<file path="src/rtl/evt_sched_pkg.sv">
// Shared types and helpers for the round-robin event scheduler.
package evt_sched_pkg;

  typedef enum logic {
    ST_IDLE  = 1'b0,
    ST_GRANT = 1'b1
  } state_t;

  localparam int DEFAULT_TIMEOUT = 16;

  // Index width for n requesters; never narrower than one bit.
  function automatic int id_width(input int n);
    return (n > 1) ? $clog2(n) : 1;
  endfunction

endpackage

</file>
<file path="src/rtl/rr_pick.sv">
// Combinational rotate-priority picker: first set pending bit at or after ptr, wrapping modulo N_REQ.
module rr_pick
  import evt_sched_pkg::*;
#(
  parameter int N_REQ = 4,
  parameter int ID_W  = id_width(N_REQ)
) (
  input  logic [N_REQ-1:0] pending,
  input  logic [ID_W-1:0]  ptr,
  output logic             found,
  output logic [ID_W-1:0]  idx,
  output logic [N_REQ-1:0] onehot
);

  localparam logic [ID_W:0] N_VAL = (ID_W+1)'(N_REQ);

  logic [2*N_REQ-1:0] doubled;
  logic [2*N_REQ-1:0] shifted;
  logic [N_REQ-1:0]   rotated;
  logic [ID_W-1:0]    offset;
  logic [ID_W:0]      sum;

  // Rotating a doubled copy right by ptr puts requester ptr at bit 0.
  assign doubled = {pending, pending};
  assign shifted = doubled >> ptr;
  assign rotated = shifted[N_REQ-1:0];
  assign found   = |rotated;

  always_comb begin
    offset = '0;
    for (int k = N_REQ - 1; k >= 0; k--) begin
      if (rotated[k]) offset = ID_W'(k);
    end
  end

  assign sum = {1'b0, ptr} + {1'b0, offset};
  assign idx = (sum >= N_VAL) ? ID_W'(sum - N_VAL) : sum[ID_W-1:0];

  genvar gi;
  generate
    for (gi = 0; gi < N_REQ; gi++) begin : g_onehot
      assign onehot[gi] = found && (idx == ID_W'(gi));
    end
  endgenerate

endmodule

</file>
<file path="src/rtl/evt_rr_scheduler.sv">
// Round-robin event scheduler: latches event pulses as pending and grants them one at a time.
// Optional grant abort after TIMEOUT cycles without ack is enabled by defining EVT_SCHED_TIMEOUT_EN.
module evt_rr_scheduler
  import evt_sched_pkg::*;
#(
  parameter int N_REQ = 4,
  parameter int CNT_W = 8
`ifdef EVT_SCHED_TIMEOUT_EN
  , parameter int TIMEOUT = DEFAULT_TIMEOUT
`endif
) (
  input  logic                          clk,
  input  logic                          rst,
  input  logic [N_REQ-1:0]              req_i,
  output logic [N_REQ-1:0]              gnt_o,
  output logic                          gnt_valid_o,
  output logic [id_width(N_REQ)-1:0]    gnt_id_o,
  input  logic                          gnt_ack_i,
  output logic [N_REQ-1:0]              pend_o,
  output logic                          busy_o,
  output logic [CNT_W-1:0]              evt_cnt_o,
  output logic                          timeout_o
);

  localparam int ID_W = id_width(N_REQ);

  state_t             state_reg,   state_next;
  logic [N_REQ-1:0]   pending_reg, pending_next;
  logic [ID_W-1:0]    ptr_reg,     ptr_next;
  logic [N_REQ-1:0]   gnt_reg,     gnt_next;
  logic [ID_W-1:0]    gnt_id_reg,  gnt_id_next;
  logic [CNT_W-1:0]   evt_cnt_reg, evt_cnt_next;
  logic [N_REQ-1:0]   clear_mask;
  logic [ID_W-1:0]    after_id;

  logic               pick_found;
  logic [ID_W-1:0]    pick_idx;
  logic [N_REQ-1:0]   pick_onehot;

  rr_pick #(
    .N_REQ (N_REQ),
    .ID_W  (ID_W)
  ) u_pick (
    .pending (pending_reg),
    .ptr     (ptr_reg),
    .found   (pick_found),
    .idx     (pick_idx),
    .onehot  (pick_onehot)
  );

  assign after_id = (gnt_id_reg == ID_W'(N_REQ - 1)) ? '0 : gnt_id_reg + 1'b1;

`ifdef EVT_SCHED_TIMEOUT_EN
  localparam int TMO_W = $clog2(TIMEOUT + 1);

  logic [TMO_W-1:0] tmo_cnt_reg, tmo_cnt_next;
  logic             timeout_reg, timeout_next;
`endif

  always_comb begin
    state_next   = state_reg;
    ptr_next     = ptr_reg;
    gnt_next     = gnt_reg;
    gnt_id_next  = gnt_id_reg;
    evt_cnt_next = evt_cnt_reg;
    clear_mask   = '0;
`ifdef EVT_SCHED_TIMEOUT_EN
    tmo_cnt_next = tmo_cnt_reg;
    timeout_next = 1'b0;
`endif
    case (state_reg)
      ST_IDLE: begin
        if (pick_found) begin
          gnt_next    = pick_onehot;
          gnt_id_next = pick_idx;
          state_next  = ST_GRANT;
`ifdef EVT_SCHED_TIMEOUT_EN
          tmo_cnt_next = '0;
`endif
        end
      end
      ST_GRANT: begin
        // Ack is tested first so that an ack on the expiry edge completes normally.
        if (gnt_ack_i) begin
          clear_mask   = gnt_reg;
          ptr_next     = after_id;
          evt_cnt_next = evt_cnt_reg + 1'b1;
          gnt_next     = '0;
          gnt_id_next  = '0;
          state_next   = ST_IDLE;
        end
`ifdef EVT_SCHED_TIMEOUT_EN
        else if (tmo_cnt_reg == TMO_W'(TIMEOUT - 1)) begin
          clear_mask   = gnt_reg;
          ptr_next     = after_id;
          gnt_next     = '0;
          gnt_id_next  = '0;
          timeout_next = 1'b1;
          state_next   = ST_IDLE;
        end else begin
          tmo_cnt_next = tmo_cnt_reg + 1'b1;
        end
`endif
      end
      default: state_next = ST_IDLE;
    endcase
    // A new pulse on the completing id re-arms it rather than being lost.
    pending_next = (pending_reg & ~clear_mask) | req_i;
  end

  always_ff @(posedge clk or posedge rst) begin
    if (rst) begin
      state_reg   <= ST_IDLE;
      pending_reg <= '0;
      ptr_reg     <= '0;
      gnt_reg     <= '0;
      gnt_id_reg  <= '0;
      evt_cnt_reg <= '0;
    end else begin
      state_reg   <= state_next;
      pending_reg <= pending_next;
      ptr_reg     <= ptr_next;
      gnt_reg     <= gnt_next;
      gnt_id_reg  <= gnt_id_next;
      evt_cnt_reg <= evt_cnt_next;
    end
  end

`ifdef EVT_SCHED_TIMEOUT_EN
  always_ff @(posedge clk or posedge rst) begin
    if (rst) begin
      tmo_cnt_reg <= '0;
      timeout_reg <= 1'b0;
    end else begin
      tmo_cnt_reg <= tmo_cnt_next;
      timeout_reg <= timeout_next;
    end
  end

  assign timeout_o = timeout_reg;
`else
  assign timeout_o = 1'b0;
`endif

  assign gnt_o       = gnt_reg;
  assign gnt_valid_o = |gnt_reg;
  assign gnt_id_o    = gnt_id_reg;
  assign pend_o      = pending_reg;
  assign busy_o      = (state_reg != ST_IDLE);
  assign evt_cnt_o   = evt_cnt_reg;

endmodule

</file>
<file path="config.mk">
export PLATFORM = sky130hd
export DESIGN_NAME = evt_rr_scheduler
export DESIGN_NICKNAME = d
export VERILOG_FILES = /design/src/rtl/evt_sched_pkg.sv /design/src/rtl/rr_pick.sv /design/src/rtl/evt_rr_scheduler.sv
export SDC_FILE = /design/constraint.sdc
export NUM_CORES = 1
export LEC_CHECK = 0
export CAP_MARGIN = 20
export CORE_MARGIN = 3
export CORE_UTILIZATION = 53
export DETAILED_ROUTE_END_ITERATION = 12
export PLACE_DENSITY = 0.84
export SLEW_MARGIN = 20
export SYNTH_ARGS = -nofsm -noshare
export SYNTH_HDL_FRONTEND = slang
export SYNTH_SLANG_ARGS = --single-unit
export TNS_END_PERCENT = 20
</file>
<file path="constraint.sdc">
create_clock -name clk -period 2.8 [get_ports clk]
set_input_delay 0.56 -clock clk [delete_from_list [all_inputs] [get_ports clk]]
set_output_delay 0.56 -clock clk [all_outputs]
set_load 0.02 [all_outputs]
</file>
==> flow_metrics.py, run 1 <==
metrics = {
    "status": {
        "status": "finished, final reports clean",
    },
    "yosys": {
        "ys_top_cells_by_area": "dfrtp_1 (43%), nand3_1 (5.7%), nand2_1 (5.5%)",
        "syn_inst": 128,
        "synth_fp_nets": 138,
        "ys.warnings.count": 0,
        "yosysSeqAreaShare_pct": 42.7,
        "yosysTopAreaCell": "dfrtp_1",
        "synth_cell_type_count": 42,
        "synth_top_area_share_pct": 42.7,
        "syn_avg_cell_area_sq_um": 9.61,
        "ys_async_sr_fraction_pct": 100,
        "ys.flop_type": "dfrtp_1",
        "yosysMostFrequentCell": "dfrtp_1",
        "mappedNetlistArea_sq_mm": 0.00123,
        "ys_seq_elements": 21,
        "netlist_top_cells_count": "dfrtp_1 (21), nand2_1 (18), nand3_1 (14), buf_2 (6), xnor2_1 (6)",
        "synth_edf_count": 0,
    },
    "sta": {
        "finalMaxSlewViolations": 0,
        "finalCriticalPeriod_ps": 2360,
        "worstMarginPinSlew_ps": 777,
        "setup_viol": 0,
        "relSlewSlack_pct": 48.1,
        "hold_viol_final": 0,
        "rsz0062_at_grt": "false",
        "skew_ps": 2.56,
        "final.setup.tns_ps": 0,
        "finalCritPeriodShare_pct": 84.5,
        "fmax_mhz": 423,
    },
    "drt": {
        "drt_pre_antenna_iters": 4,
        "ant_nets": 0,
        "totalWireLength_mm": 2.73,
        "post_drt_wl_per_cell_um": 15.5,
        "via_per_inst": 5.76,
        "drc": 0,
        "dr.first_iter.drc_count": 37,
        "vias": 1013,
    },
    "power": {
        "peakVddDrop_mv": 0.527,
        "p_per_area_mw_per_mm2": 893,
        "power.leakage_uw": 0.000640,
        "p_total_uw": 1340,
    },
    "place": {
        "numPortBuffers": 26,
        "gp_congestion": 0.838,
        "hpwl_mm": 2.04,
    },
    "clocking": {
        "cts_tree": "yes",
        "clock-root-buffer": "clkbuf_4",
        "ctsHoldBuffers": 0,
        "clk_latency_ps": 310,
        "clkTransAtPathRegs_ps": 120,
        "clock_sinks": 21,
        "cts_max_level": 1,
        "post_cts_buffers": 0,
        "postCtsResizedCells": 0,
        "cts.path.max_buffers": 2,
        "cts_made_buffers": 3,
    },
    "final_layout": {
        "largest_reg_flops": 8,
        "layout.nets": 160,
        "drive_above_1_share_pct": 9.40,
        "area_growth_pct": 21.9,
        "diodes": 0,
    },
    "setup_path": {
        "cp.required_ps": 2240,
        "crit_type": "register to output port",
        "cp_max_fo": 4,
        "crit_path_start_kind": "register",
        "arrival_ps": 1800,
        "worstSetupEndpointType": "output port",
    },
    "grt": {
        "grt_max_degree": 22,
        "use_met3_pct": 2.77,
        "grtUsageTotal_pct": 21.5,
        "met1_usage_pct": 27.9,
        "grt-ovfl-total": 0,
        "antenna_found_initial": 0,
        "grt_pass1_wl_mm": 4.49,
        "grtUsageMet2_pct": 35.9,
        "busiest_layer": "met2",
        "grt_pass1_vias": 981,
    },
    "floorplan": {
        "io_pins": 28,
        "core_area_sq_mm": 0.00208,
        "die_w_um": 54.2,
        "initial_core_util_pct": 59.1,
        "dieArea_sq_mm": 0.00293,
        "die_h_um": 54.2,
        "rows": 16,
    },
    "run": {
        "maxCapViolations": 0,
    },
    "hold_path": {
        "worstHoldPathType": "register to register",
    },
}
## worst paths after layout
path                               from           end  slack (ps)  cells past startpoint
setup / recovery               gnt_o[3]   gnt_valid_o         440                      2
hold / removal             evt_cnt_o[7]  evt_cnt_o[7]         480                      1
setup reg to reg              pend_o[3]      gnt_o[3]         500                      9
hold reg to reg            evt_cnt_o[7]  evt_cnt_o[7]         480                      1
max in group asynchronous           rst    ptr_reg[0]        1650                      2
min in group asynchronous           rst  evt_cnt_o[5]         670                      2
## power breakdown
part	total [uW]	internal [uW]	switching, uW	leakage [uW]
logic	639	311	327	0.000369
clock network	154	53.5	101	0.0000177
registers	546	398	148	0.000254
## critical path, cell delays in order (launching register included)
cell and delay, ps:
dfrtp_1 430, or4_1 510, clkdlybuf4s50_1 550
## cell type report
cell class / count / area, sq um
multi-input combinational: 93 / 629
fill: 174 / 583
sequential: 21 / 526
timing repair buffer: 27 / 268
tap: 27 / 33.8
clock buffer: 3 / 22.5
inverter: 4 / 15.0
clock inverter: 1 / 5.00
## cells in the final DEF (no fill, tap or decap), types with 2 or more instances in the layout
master and instances:
dfrtp_1 21, nand3_1 14, clkdlybuf4s50_1 26, nand2_1 18, inv_1 4, nor3_2 2, or2_1 2, ha_1 3
nor4_1 4, a21o_1 4, o21ai_0 4, xnor2_1 6, clkbuf_4 3, o21ai_1 3, nand4_1 3, nor2_1 4
xor2_1 3
## metal layers
layer  vias to the layer above  wire length [um]  share of wire [%]
met5                         -                 0                  0
met4                         0                40                1.5
met3                         5               166                6.1
met2                        34              1320                 48
met1                       483              1200                 44
li1                        491                 -                  -
## metrics by stage
stage	util [%]	worst slack [ps]	instances	instance area [sq um]	hold WS [ps]
5_1_grt	72.0	345	176	1500	512
2_1_floorplan	-	785	128	1230	537
3_5_place_dp	70.7	573	172	1470	467
6_report	72.0	435	176	1500	482
4_1_cts	72.0	434	176	1500	482
3_3_place_gp	70.7	788	172	1470	456
## kinds of logic after synthesis
logic type | synth area share, %
multiplexers | 1.22
AO/OA/AOI/OAI | 14.3
AND/OR/NAND/NOR | 25.8
flip-flops | 42.7
other | 0.305
XOR/XNOR | 6.41
buffers and inverters | 6.10
adder cells (fa/ha/maj) | 3.05
No activity file was read; power rests on OpenSTA's default activity.
==> inputs of run 2 (changes only) <==
--- a/config.mk
+++ b/config.mk
@@ -7,9 +7,9 @@
 export LEC_CHECK = 0
 export CAP_MARGIN = 20
 export CORE_MARGIN = 3
-export CORE_UTILIZATION = 53
+export CORE_UTILIZATION = 49
 export DETAILED_ROUTE_END_ITERATION = 12
-export PLACE_DENSITY = 0.84
+export PLACE_DENSITY = 0.78
 export SLEW_MARGIN = 20
 export SYNTH_ARGS = -nofsm -noshare
 export SYNTH_HDL_FRONTEND = slang
==> constraint.sdc (replaced) <==
create_clock -name clk -period 2.2 [get_ports clk]
set_input_delay 0.44 -clock clk [delete_from_list [all_inputs] [get_ports clk]]
set_output_delay 0.44 -clock clk [all_outputs]
set_load 0.02 [all_outputs]
==> run 2 against run 1 <==
Sequential power is 22% higher. Flip-flop and latch count stayed put. Critical path depth stayed put. Combinational power is 40% higher. Clock power is 21% higher. Clock skew is 9.7 ps higher. Register-to-register slack worse by 320 ps. Sequential share of layout area is 1.7 points lower. Critical endpoint unchanged.
==> flow_metrics.py, run 2 (same netlist as run 1, synthesis figures left out) <==
metrics = {
    "status": {
        "status": "finished, final reports clean",
    },
    "run": {
        "maxCapViolations": 0,
    },
    "grt": {
        "grt_pass1_vias": 996,
        "grtUsageTotal_pct": 19.8,
        "grt_max_degree": 22,
        "grt-ovfl-total": 0,
        "grt_pass1_wl_mm": 4.94,
        "antenna_found_initial": 0,
    },
    "clocking": {
        "clkTransAtPathRegs_ps": 120,
        "clock_sinks": 21,
        "ctsHoldBuffers": 0,
        "cts_max_level": 1,
        "cts_made_buffers": 3,
        "clk_latency_ps": 310,
        "clock-root-buffer": "clkbuf_4",
        "cts_tree": "yes",
        "cts.path.max_buffers": 2,
    },
    "power": {
        "peakVddDrop_mv": 0.726,
        "p_total_uw": 1750,
        "power.leakage_uw": 0.000683,
        "p_per_area_mw_per_mm2": 1110,
    },
    "setup_path": {
        "cp_cell_sequence": "or4_1 -> dlygate4sd2_1",
        "arrival_ps": 1590,
        "crit_type": "register to output port",
        "worstSetupEndpointType": "output port",
        "critPathSlowestCell": "or4_1",
        "r2r_cells": 8,
        "cp_max_fo": 4,
        "crit_path_start_kind": "register",
        "cp.required_ps": 1760,
        "critPathMaxStageDelay_ps": 520,
    },
    "floorplan": {
        "die_h_um": 56.1,
        "rows": 17,
        "initial_core_util_pct": 53.5,
        "io_pins": 28,
        "core_area_sq_mm": 0.00230,
        "die_w_um": 56.1,
        "dieArea_sq_mm": 0.00315,
    },
    "drt": {
        "via_per_inst": 5.61,
        "totalWireLength_mm": 2.80,
        "drc": 0,
        "dr.first_iter.drc_count": 34,
        "drt_pre_antenna_iters": 5,
        "post_drt_wl_per_cell_um": 15.1,
        "vias": 1044,
        "ant_nets": 0,
    },
    "final_layout": {
        "largest_reg_flops": 8,
        "final_cell_mix": "clkdlybuf4s50_1 (25), dfrtp_1 (19), nand2_1 (18), nand3_1 (14), buf_4 (10)",
        "num-fill-cells": 186,
        "final_util_pct": 68.8,
        "regArea_sq_um": 528,
        "drive_above_1_share_pct": 17.1,
        "diodes": 0,
        "multiInputGateArea_sq_um": 642,
        "area_growth_pct": 28.6,
        "mostFrequentLayoutCell": "clkdlybuf4s50_1",
        "layout.nets": 169,
        "final_cell_area_sq_mm": 0.00158,
    },
    "place": {
        "postPlaceCellArea_sq_mm": 0.00153,
        "place_ws_ps": 171,
        "gp_congestion": 0.839,
        "numPortBuffers": 26,
        "hpwl_mm": 2.10,
    },
    "sta": {
        "finalCriticalPeriod_ps": 2030,
        "finalCritPeriodShare_pct": 92.5,
        "setup_viol": 0,
        "skew_ps": 12.3,
        "finalWorstSetupSlack_ps": 165,
        "fmax_mhz": 491,
        "hold_viol_final": 0,
        "finalMaxSlewViolations": 0,
    },
    "hold_path": {
        "worstHoldPathType": "input pin to asynchronous set/reset pin",
    },
}
run 2: path summary, 6_finish.rpt:
| path | from | endpoint | slack (ps) |
|---|---|---|---|
| min | rst | evt_cnt_o[4] | 450 |
| max | gnt_o[3] | gnt_valid_o | 170 |
| min reg2reg | evt_cnt_o[5] | evt_cnt_o[5] | 500 |
| min in group clk | evt_cnt_o[5] | evt_cnt_o[5] | 500 |
| max in group asynchronous | rst | pend_o[0] | 1500 |
| max reg2reg | ptr_reg[0] | gnt_o[0] | 180 |
run 2: stage by stage:
stage                     cells  hold WS [ps]  setup TNS [ps]
after floorplan             128           417               0
after global placement      180           456               0
after detailed placement    180           488               0
after CTS                   184           456               0
after global routing        186           457           -12.6
final                       186           451               0
run 2: worst max-delay path: cells and delay by family, from the launching register on:
family	cells	cell delay, ps
flops	1	430
buf+inv	1	330
simple gates	1	520
run 2: layer usage:
layer	wire length [um]	track usage [%]	vias to the layer above
li1	-	-	518
met1	1290	27.6	490
met2	1330	31.1	32
met3	155	5.34	4
met4	30	4.07	0
met5	0	0	-
run 2: area by class of cell:
class,count,share of cell area (%)
clock buffers,3,1.42
clock inverters,1,0.316
inverters,4,0.949
multi-input cells,93,40.6
flip-flops and latches,21,33.4
well taps,28,2.22
repair buffers,36,21.1
run 2: what timing repair did:
action                                  4_1_cts  5_1_grt
endpoints found under the setup margin        1        4
setup buffers                                 0        2
resized for setup                             1        4
run 2: power by group:
part	switching, uW	leakage [uW]	total [uW]	internal [uW]
Sequential	157	0.000253	665	508
Clock	119	0.0000177	187	67.9
Combinational	471	0.000413	897	426
==> inputs of run 3 (changes only) <==
--- a/config.mk
+++ b/config.mk
@@ -9,7 +9,7 @@
 export CORE_MARGIN = 3
 export CORE_UTILIZATION = 49
 export DETAILED_ROUTE_END_ITERATION = 12
-export PLACE_DENSITY = 0.78
+export PLACE_DENSITY = 0.79
 export SLEW_MARGIN = 20
 export SYNTH_ARGS = -nofsm -noshare
 export SYNTH_HDL_FRONTEND = slang
==> run 3 against run 2 <==
Utilization grew 0.44 points. Worst hold slack gained 6.3 ps. Setup slack lost 40 ps. Via count grew 5.7%. Count of clock-buffer cells in the layout grew 1. Critical path depth grew 7. Clock power shrank 4%. Cell count is the same. Die area is the same. Clock skew shrank 9.4 ps. Combinational power grew 2.7%. Sequential share of layout area shrank 0.13 points.
==> flow_metrics.py, run 3 (same netlist as run 1, synthesis figures left out) <==
metrics = {
    "final_layout": {
        "multiInputGateArea_sq_um": 654,
        "layout.nets": 169,
        "num-fill-cells": 203,
        "mostFrequentLayoutCell": "clkdlybuf4s50_1",
        "regArea_sq_um": 529,
        "final_cell_area_sq_mm": 0.00159,
        "final_cell_mix": "clkdlybuf4s50_1 (25), nand2_1 (18), dfrtp_1 (18), nand3_1 (14), buf_4 (9)",
        "drive_above_1_share_pct": 18.4,
        "diodes": 0,
        "final_util_pct": 69.3,
        "area_growth_pct": 29.4,
        "largest_reg_flops": 8,
        "layout.cells.non_filler": 186,
    },
    "place": {
        "place_ws_ps": 64.2,
        "numPortBuffers": 26,
        "gp_congestion": 0.829,
        "postPlaceCellArea_sq_mm": 0.00151,
        "dp.cells": 178,
        "hpwl_mm": 2.06,
    },
    "floorplan": {
        "dieArea_sq_mm": 0.00315,
        "io_pins": 28,
        "die_h_um": 56.1,
        "core_area_sq_mm": 0.00230,
        "rows": 17,
        "die_w_um": 56.1,
        "initial_core_util_pct": 53.5,
    },
    "sta": {
        "skew_ps": 2.82,
        "fmax_mhz": 482,
        "finalCritPeriodShare_pct": 94.3,
        "rsz0062_at_grt": "true",
        "finalMaxSlewViolations": 0,
        "setup_viol": 0,
        "hold_viol_final": 0,
        "finalWorstSetupSlack_ps": 125,
        "finalCriticalPeriod_ps": 2080,
    },
    "status": {
        "status": "finished, final reports clean",
    },
    "drt": {
        "drt_pre_antenna_iters": 4,
        "vias": 1103,
        "dr.first_iter.drc_count": 29,
        "drc": 0,
        "totalWireLength_mm": 2.90,
        "post_drt_wl_per_cell_um": 15.6,
        "via_per_inst": 5.93,
        "ant_nets": 0,
    },
    "clocking": {
        "clock-root-buffer": "clkbuf_4",
        "cts_made_buffers": 3,
        "cts_max_level": 1,
        "ctsHoldBuffers": 0,
        "cts_tree": "yes",
        "clock_sinks": 21,
        "cts.path.max_buffers": 2,
        "clk_latency_ps": 300,
        "clkTransAtPathRegs_ps": 110,
    },
    "grt": {
        "grt_pass1_wl_mm": 4.69,
        "grt_pass1_vias": 961,
        "antenna_found_initial": 0,
        "grt-ovfl-total": 0,
        "grtUsageTotal_pct": 18.7,
        "grt_max_degree": 22,
    },
    "power": {
        "p_per_area_mw_per_mm2": 1110,
        "peakVddDrop_mv": 0.669,
        "power.leakage_uw": 0.000680,
    },
    "hold_path": {
        "worstHoldPathType": "input pin to asynchronous set/reset pin",
    },
    "setup_path": {
        "crit_type": "register to register",
        "cp.required_ps": 2440,
        "crit_path_start_kind": "register",
        "cp_max_fo": 9,
        "arrival_ps": 2320,
        "worstSetupEndpointType": "register",
    },
    "run": {
        "maxCapViolations": 0,
    },
}
==> run 3: changes by cell type in the layout (fill, tap and decap cells not counted), sizes merged <==
cell,previous run,this run
clkinv,1,0
clkbuf,3,5
buf,10,9
==> run 3: final timing paths <==
| kind | startpoint | endpoint | slack (ps) | depth (start not counted) |
|---|---|---|---|---|
| worst max-delay path | pend_o[1] | gnt_o[3] | 120 | 9 |
| worst max register to register | pend_o[1] | gnt_o[3] | 120 | 9 |
| worst min register to register | evt_cnt_o[7] | evt_cnt_o[7] | 490 | 1 |
| worst min-delay path | rst | evt_cnt_o[4] | 460 | 3 |
| max in group asynchronous | rst | pend_o[2] | 1520 | 3 |
| min in group clk | evt_cnt_o[7] | evt_cnt_o[7] | 490 | 1 |
==> run 3: power by group <==
group	internal [uW]	leakage [uW]	switching [uW]
Combinational	426	0.000413	494
Clock	70.7	0.0000150	108
Sequential	510	0.000252	158
==> run 3: critical path, cell delays in order, from the launching register on <==
cell and delay, ps:
dfrtp_2 490, nand2b_1 100, o22ai_1 70, o21ai_0 180, o221ai_1 140, ha_1 370, inv_1 110, nor4_2 330
o21ai_0 130, nand3_1 100
==> run 3: through the flow <==
stage	hold slack (ps)	total power, uW	setup TNS [ps]
after floorplan	417	1190	0
after detailed placement	478	1530	0
after global routing	470	1900	-90.6
final	457	1770	0
after global placement	456	1510	0
after CTS	459	1710	0
==> run 3: metal layers <==
| layer | part of all wire [%] | vias up | track usage, % |
|---|---|---|---|
| li1 | - | 514 | - |
| met1 | 44 | 544 | 25.3 |
| met2 | 49 | 43 | 30.2 |
| met3 | 6.8 | 2 | 5.80 |
| met4 | 0.41 | 0 | 2.03 |
| met5 | 0 | - | 0 |
==> run 3: timing repair <==
action | 4_1_cts | 5_1_grt
buffers inserted | 0 | 4
endpoints found under the hold margin | 0 | 0
pin swaps | 0 | 0
resized for setup | 1 | 8
setup endpoints to repair | 1 | 5
==> run 3: cell type report <==
cell class                 instances  area share (%)
tap                               28            2.20
timing repair buffer              36            20.8
inverter                           4           0.943
clock buffer                       4            1.65
sequential                        21            33.3
multi-input combinational         93            41.1
